File: src/rtl/systolic_result_unloader_pkg.sv
// Shared definitions for the systolic result unloader: array geometry,
// default widths, drain FSM encoding and the PE flat-index helper.
package systolic_result_unloader_pkg;

    localparam int N          = 4;
    localparam int ACC_W_DEF  = 32;
    localparam int ELEM_W_DEF = 16;

    typedef enum logic {
        IDLE  = 1'b0,
        DRAIN = 1'b1
    } state_t;

    // PE k sits at row-major position k = N*row + col in the flat result bus.
    function automatic int pe_idx(input int row, input int col);
        return N * row + col;
    endfunction

endpackage

File: src/rtl/systolic_result_unloader_sat_trunc.sv
// Combinational signed saturation of one ACC_W accumulator into an ELEM_W element;
// sat flags that the value did not fit and was clamped.
module sat_trunc #(
    parameter int ACC_W  = 32,
    parameter int ELEM_W = 16
) (
    input  logic [ACC_W-1:0]  acc_in,
    output logic [ELEM_W-1:0] elem_out,
    output logic              sat
);

    // The value fits when every bit from the element sign bit upward matches.
    logic [ACC_W-ELEM_W:0] top_bits;

    always_comb begin
        top_bits = acc_in[ACC_W-1:ELEM_W-1];
        sat      = !((&top_bits) || (~|top_bits));
        if (!sat) begin
            elem_out = acc_in[ELEM_W-1:0];
        end else if (acc_in[ACC_W-1]) begin
            elem_out = {1'b1, {(ELEM_W-1){1'b0}}};
        end else begin
            elem_out = {1'b0, {(ELEM_W-1){1'b1}}};
        end
    end

endmodule

File: src/rtl/systolic_result_unloader.sv
// Captures the systolic array result matrix on the rising edge of array_done,
// saturates it to ELEM_W elements and streams it out one packed row per handshake.
module systolic_result_unloader
    import systolic_result_unloader_pkg::*;
#(
    parameter int ACC_W  = ACC_W_DEF,
    parameter int ELEM_W = ELEM_W_DEF
) (
    input  logic                  clock,
    input  logic                  reset,
    input  logic                  array_done,
    input  logic [N*N*ACC_W-1:0]  array_result,
    input  logic                  out_ready,
    output logic                  out_valid,
    output logic [N*ELEM_W-1:0]   out_row,
    output logic [1:0]            out_row_idx,
    output logic                  out_last,
    output logic                  busy,
    output logic                  unload_done,
    output logic                  sat_flag,
    output logic                  overrun
);

    localparam int ROW_W = N * ELEM_W;

    logic [ELEM_W-1:0] elem_sat [N][N];
    logic [N*N-1:0]    sat_vec;
    logic [ROW_W-1:0]  cap_rows [N];

    state_t           state_q, state_d;
    logic [1:0]       row_q, row_d;
    logic [ROW_W-1:0] buf_q [N];
    logic [ROW_W-1:0] buf_d [N];
    logic             done_q, done_d;
    logic             sat_flag_q, sat_flag_d;
    logic             overrun_q, overrun_d;
    logic             unload_done_q, unload_done_d;
    logic             capture;
    logic             last_hs;

    for (genvar r = 0; r < N; r++) begin : g_row
        for (genvar c = 0; c < N; c++) begin : g_col
            sat_trunc #(
                .ACC_W  (ACC_W),
                .ELEM_W (ELEM_W)
            ) u_sat (
                .acc_in   (array_result[ACC_W*pe_idx(r, c) +: ACC_W]),
                .elem_out (elem_sat[r][c]),
                .sat      (sat_vec[pe_idx(r, c)])
            );
        end
    end

    // Column 0 lands in the most significant slot of each packed row.
    always_comb begin
        for (int r = 0; r < N; r++) begin
            cap_rows[r] = '0;
            for (int c = 0; c < N; c++) begin
                cap_rows[r][(N-1-c)*ELEM_W +: ELEM_W] = elem_sat[r][c];
            end
        end
    end

    always_comb begin
        state_d       = state_q;
        row_d         = row_q;
        buf_d         = buf_q;
        done_d        = array_done;
        sat_flag_d    = sat_flag_q;
        overrun_d     = overrun_q;
        unload_done_d = 1'b0;
        capture       = array_done && !done_q;
        last_hs       = (state_q == DRAIN) && out_ready && (row_q == 2'(N-1));

        case (state_q)
            IDLE: begin
                if (capture) begin
                    buf_d      = cap_rows;
                    sat_flag_d = |sat_vec;
                    row_d      = '0;
                    state_d    = DRAIN;
                end
            end
            DRAIN: begin
                if (last_hs) begin
                    unload_done_d = 1'b1;
                    row_d         = '0;
                    // A new matrix arriving on the final handshake chains straight on.
                    if (capture) begin
                        buf_d      = cap_rows;
                        sat_flag_d = |sat_vec;
                    end else begin
                        state_d = IDLE;
                    end
                end else begin
                    if (out_ready) begin
                        row_d = row_q + 2'd1;
                    end
                    if (capture) begin
                        overrun_d = 1'b1;
                    end
                end
            end
            default: state_d = IDLE;
        endcase
    end

    always_ff @(posedge clock or negedge reset) begin
        if (!reset) begin
            state_q       <= IDLE;
            row_q         <= '0;
            buf_q         <= '{default: '0};
            done_q        <= 1'b0;
            sat_flag_q    <= 1'b0;
            overrun_q     <= 1'b0;
            unload_done_q <= 1'b0;
        end else begin
            state_q       <= state_d;
            row_q         <= row_d;
            buf_q         <= buf_d;
            done_q        <= done_d;
            sat_flag_q    <= sat_flag_d;
            overrun_q     <= overrun_d;
            unload_done_q <= unload_done_d;
        end
    end

    assign out_valid   = (state_q == DRAIN);
    assign out_row     = out_valid ? buf_q[row_q] : '0;
    assign out_row_idx = row_q;
    assign out_last    = out_valid && (row_q == 2'(N-1));
    assign busy        = out_valid;
    assign unload_done = unload_done_q;
    assign sat_flag    = sat_flag_q;
    assign overrun     = overrun_q;

endmodule
File: config.mk
export PLATFORM = sky130hd
export DESIGN_NAME = systolic_result_unloader
export DESIGN_NICKNAME = d
export VERILOG_FILES = /design/src/rtl/systolic_result_unloader_pkg.sv /design/src/rtl/systolic_result_unloader_sat_trunc.sv /design/src/rtl/systolic_result_unloader.sv
export SDC_FILE = /design/constraint.sdc
export NUM_CORES = 1
export LEC_CHECK = 0
export ABC_AREA = 1
export BUFFER_PORTS_ARGS = -buffer_cell sky130_fd_sc_hd__buf_2
export CAP_MARGIN = 40
export CORE_AREA = 8 8 224 226
export CTS_CLUSTER_DIAMETER = 200
export DETAILED_ROUTE_END_ITERATION = 8
export DIE_AREA = 0 0 232 234
export GPL_ROUTABILITY_DRIVEN = 1
export SYNTH_ARGS = -nofsm -noshare
export SYNTH_HDL_FRONTEND = slang
export SYNTH_HIERARCHICAL = 1
export SYNTH_SLANG_ARGS = --single-unit
File: constraint.sdc
create_clock -name clock -period 3.72 [get_ports clock]
set_clock_uncertainty 0.15 [all_clocks]
set_input_delay 0.558 -clock clock [delete_from_list [all_inputs] [get_ports clock]]
set_output_delay 0.558 -clock clock [all_outputs]
set_load 0.01 [all_outputs]
==> out/summary.md <==
The flow ran to the end, and the final reports show no timing, DRC or antenna violations. For this run the aggregate overflow at the end of global routing stands at 0. For met1 alone, demand over resource in global routing was 28.5%. Of all nets on the critical path, the largest fanout is 24. The start-to-end type of the worst setup path was flop to output pin.

STA puts the critical path data arrival time at 2.48 ns. For the number of different library cells in the post-synthesis netlist, the log shows 21. In the layout the commonest cells are nand2_1, buf_2, nor2_1. The first global-routing pass estimated 102,000 um of wire.

Counting instances, the worst hold path has a depth of 5. The insertion delay of the later-clocked pin in the worst-skew pair was 0.52 ns; the average wire per standard cell was 17.0 um. Setup violations remaining at the end of the flow were counted as 0.

After floorplanning, the core was divided into 80 placement rows. The register bit count reported by yosys was 263. The I/O pin count is 588, and the fraction of layout cells with a size suffix above 1 is 23.2%.

The number of sinks on the clock net was 263; the total routing resource utilization after global routing was 23.3%. The die covers 54,300 um^2. The number of buffers created by CTS came out at 34. The number of antenna-violating nets in the routed design was 0.

The mapped netlist covers 16,900 um^2. The power density normalized to cell area came out at 690 nW/um^2. A synthesized cell averages 6.20 um^2.

In this run the clock root is driven by a clkbuf_16. The core region is 46,800 um^2. TritonCTS built the clock tree.

The area growth from synthesis to layout came out at 24.8%. The detailed router placed 18.8k vias in this run. Routability-driven placement finished with a final weighted congestion of 0.947. The die is 234 um tall. In the final design database the tool counted 3,744 nets. The worst path uses 85.7% of the clock period. The tools report the normalized max-slew margin as 44.3%. In the final timing run, aggregate negative setup slack is 0 ns.

The worst path in the final design needs a cycle of 3.19 ns, including I/O delays and setup. The detailed placer's ending HPWL is 49,500 um, and the quantity of I/O buffers inserted on ports is 587. Before antenna repair, the detailed router went through 5 iterations. STA puts the critical path data required time at 3.01 ns. Once placement completed, the tool counted placed cells totaling 3,804. The number of cells on the worst reg-to-reg path is 7.

The number of cells produced by synthesis was 2,731. The via density per instance came out at 4.85. Of the synthesized area, sequential elements account for 38.9%. The setup fix buffers added after clock tree synthesis is 0. The iteration-0 DRC count of the detailed router came out at 1,447.

The number of pins exceeding their max-slew limit in the final report was 0; the starting utilization of the core area was 36.1%. In this run the horizontal extent of the chip is 232 um. The worst hold path class was input pin to flop. At the pin with the least slew margin, the transition time is 0.835 ns. The startpoint identified for the worst hold timing path is array_result[34].

For this run, global-route usage on met2 was measured as 41.2%. Clock-pin slew was measured on the worst setup and hold paths at 0.06 ns. The critical register-to-register path endpoint was buf_q[190]. The met3 usage is 4.72%.

The worst setup path is captured at an output pin. Leaving out fill and tap cells, the most frequent cell in the layout is nand2_1. Setup repair after global routing left no endpoint under its margin. Source of the worst register-to-register timing path: out_row_idx[1]. The number of global-route vias before repair is 19.0k, and the total wire length after detailed routing is 65,800 um. The tool flagged a number of max-cap violations equal to 0. In this run the number of H-tree levels came out at 2. The total DRC errors in the routed layout is 0. Capture endpoint of the worst hold path: buf_q[226].

The leakage power total came out at 11.5 nW. The nature of the critical path startpoint is a flop. After global routing, the most crowded layer is met2. The maximum operating frequency is 314 MHz, and the number of antenna violations at the first check in global routing is 5. The count of cells in the finished layout, fillers not included, comes to 3,867. The setup check on the worst reg-to-reg path leaves a slack of 1.22 ns. No sink is reached through more buffers than the 3 on the longest clock path.

Synthesis produced a netlist with a net count of 3,248. Entering global routing, the biggest net connects 130 pins. The Yosys step of the flow raised 6 warnings.

The run gives 0 as the final hold violation count. IR analysis of the VDD net gives a maximum drop of 0.437 mV.
-- cells by family (layout without fill, tap and decap cells) --
| group | Yosys count | in the layout | share of synthesized area [%] |
|---|---|---|---|
| AND/OR/NAND/NOR | 2046 | 2046 | 46.5 |
| other | 0 | 2 | 0 |
| adder cells (fa/ha/maj) | 1 | 1 | 0.0739 |
| AO/OA/AOI/OAI | 228 | 228 | 7.85 |
| buffers and inverters | 193 | 712 | 6.71 |
| flip-flops | 263 | 263 | 38.9 |
-- metrics by stage --
stage | hold slack [ns] | power, mW | util (%) | area (um^2) | setup slack (ns)
global route | 0.150 | 15.7 | 45.1 | 21100 | 0.417
global placement | 0.306 | 11.2 | 42.6 | 20000 | 0.978
detailed placement | 0.310 | 11.4 | 42.7 | 20000 | 1.04
floorplan | 0.112 | 8.76 | - | 16900 | 1.66
finish | 0.174 | 14.6 | 45.1 | 21100 | 0.530
CTS | 0.138 | 14.7 | 45.1 | 21100 | 0.510
-- synth_stat cells --
cell type | n | area share (%)
o21ai_0 | 146 | 4.3
o21bai_1 | 1 | 0.044
nand2_1 | 1501 | 33
a21oi_1 | 64 | 1.9
buf_1 | 12 | 0.27
nand2_2 | 33 | 1.2
nor2_2 | 32 | 1.2
buf_4 | 22 | 0.98
nand3_1 | 1 | 0.030
buf_2 | 41 | 1.2
clkbuf_1 | 42 | 0.93
ha_1 | 1 | 0.074
o21ai_4 | 16 | 1.5
nand4_1 | 1 | 0.037
inv_2 | 1 | 0.022
dfrtp_1 | 263 | 39
nor2_1 | 476 | 11
o21ai_2 | 1 | 0.052
inv_1 | 38 | 0.84
buf_6 | 37 | 2.5
nor2_4 | 2 | 0.13
-- power by group --
group | internal (mW) | switching (mW)
Sequential | 4.18 | 0.790
Combinational | 2.29 | 4.03
Clock | 1.99 | 1.29
Total | 8.46 | 6.11
-- state kept, by name, indices dropped and copies added, names as in the netlist --
name         count
buf_q          256
out_row_idx      2
busy             1
done_q           1
overrun          1
sat_flag         1
unload_done      1
-- layout make-up --
| type | count | area (um^2) |
|---|---|---|
| clock inverters | 12 | 116 |
| clock buffers | 47 | 983 |
| well taps | 615 | 769 |
| fillers | 5038 | 25700 |
| flip-flops and latches | 263 | 6590 |
| diodes | 2 | 5.00 |
| repair buffers | 614 | 3290 |
| multi-input cells | 2275 | 9210 |
| inverters | 39 | 149 |
-- per-layer routing --
metal,vias up,wire length [um]
li1,9300,-
met1,8748,27000
met2,634,32700
met3,89,4440
met4,2,1650
met5,-,13
-- repair_timing --
| item | 4_1_cts | 5_1_grt |
|---|---|---|
| resized for setup | 0 | 0 |
| endpoints found under the hold margin | 50 | 0 |
| hold buffers | 2 | 0 |
-- critical path, stage by stage (launching register included) --
cell	delay [ns]
dfrtp_4	0.64
inv_2	0.26
buf_4	0.29
nor2_1	0.11
o21ai_0	0.09
a21oi_1	0.33
buf_2	0.22
-- worst max path at each step --
stage	cells past startpoint	slack, ns	endpoint	start
global route	6	0.42	out_row[31]	out_row_idx[1]
global placement	13	0.98	sat_flag	array_result[243]
finish	6	0.53	out_row[31]	out_row_idx[1]
CTS	6	0.51	out_row[31]	out_row_idx[1]
floorplan	5	1.66	out_row[19]	out_row_idx[0]
detailed placement	13	1.04	sat_flag	array_result[243]
Power figures use the tool's default switching activity.
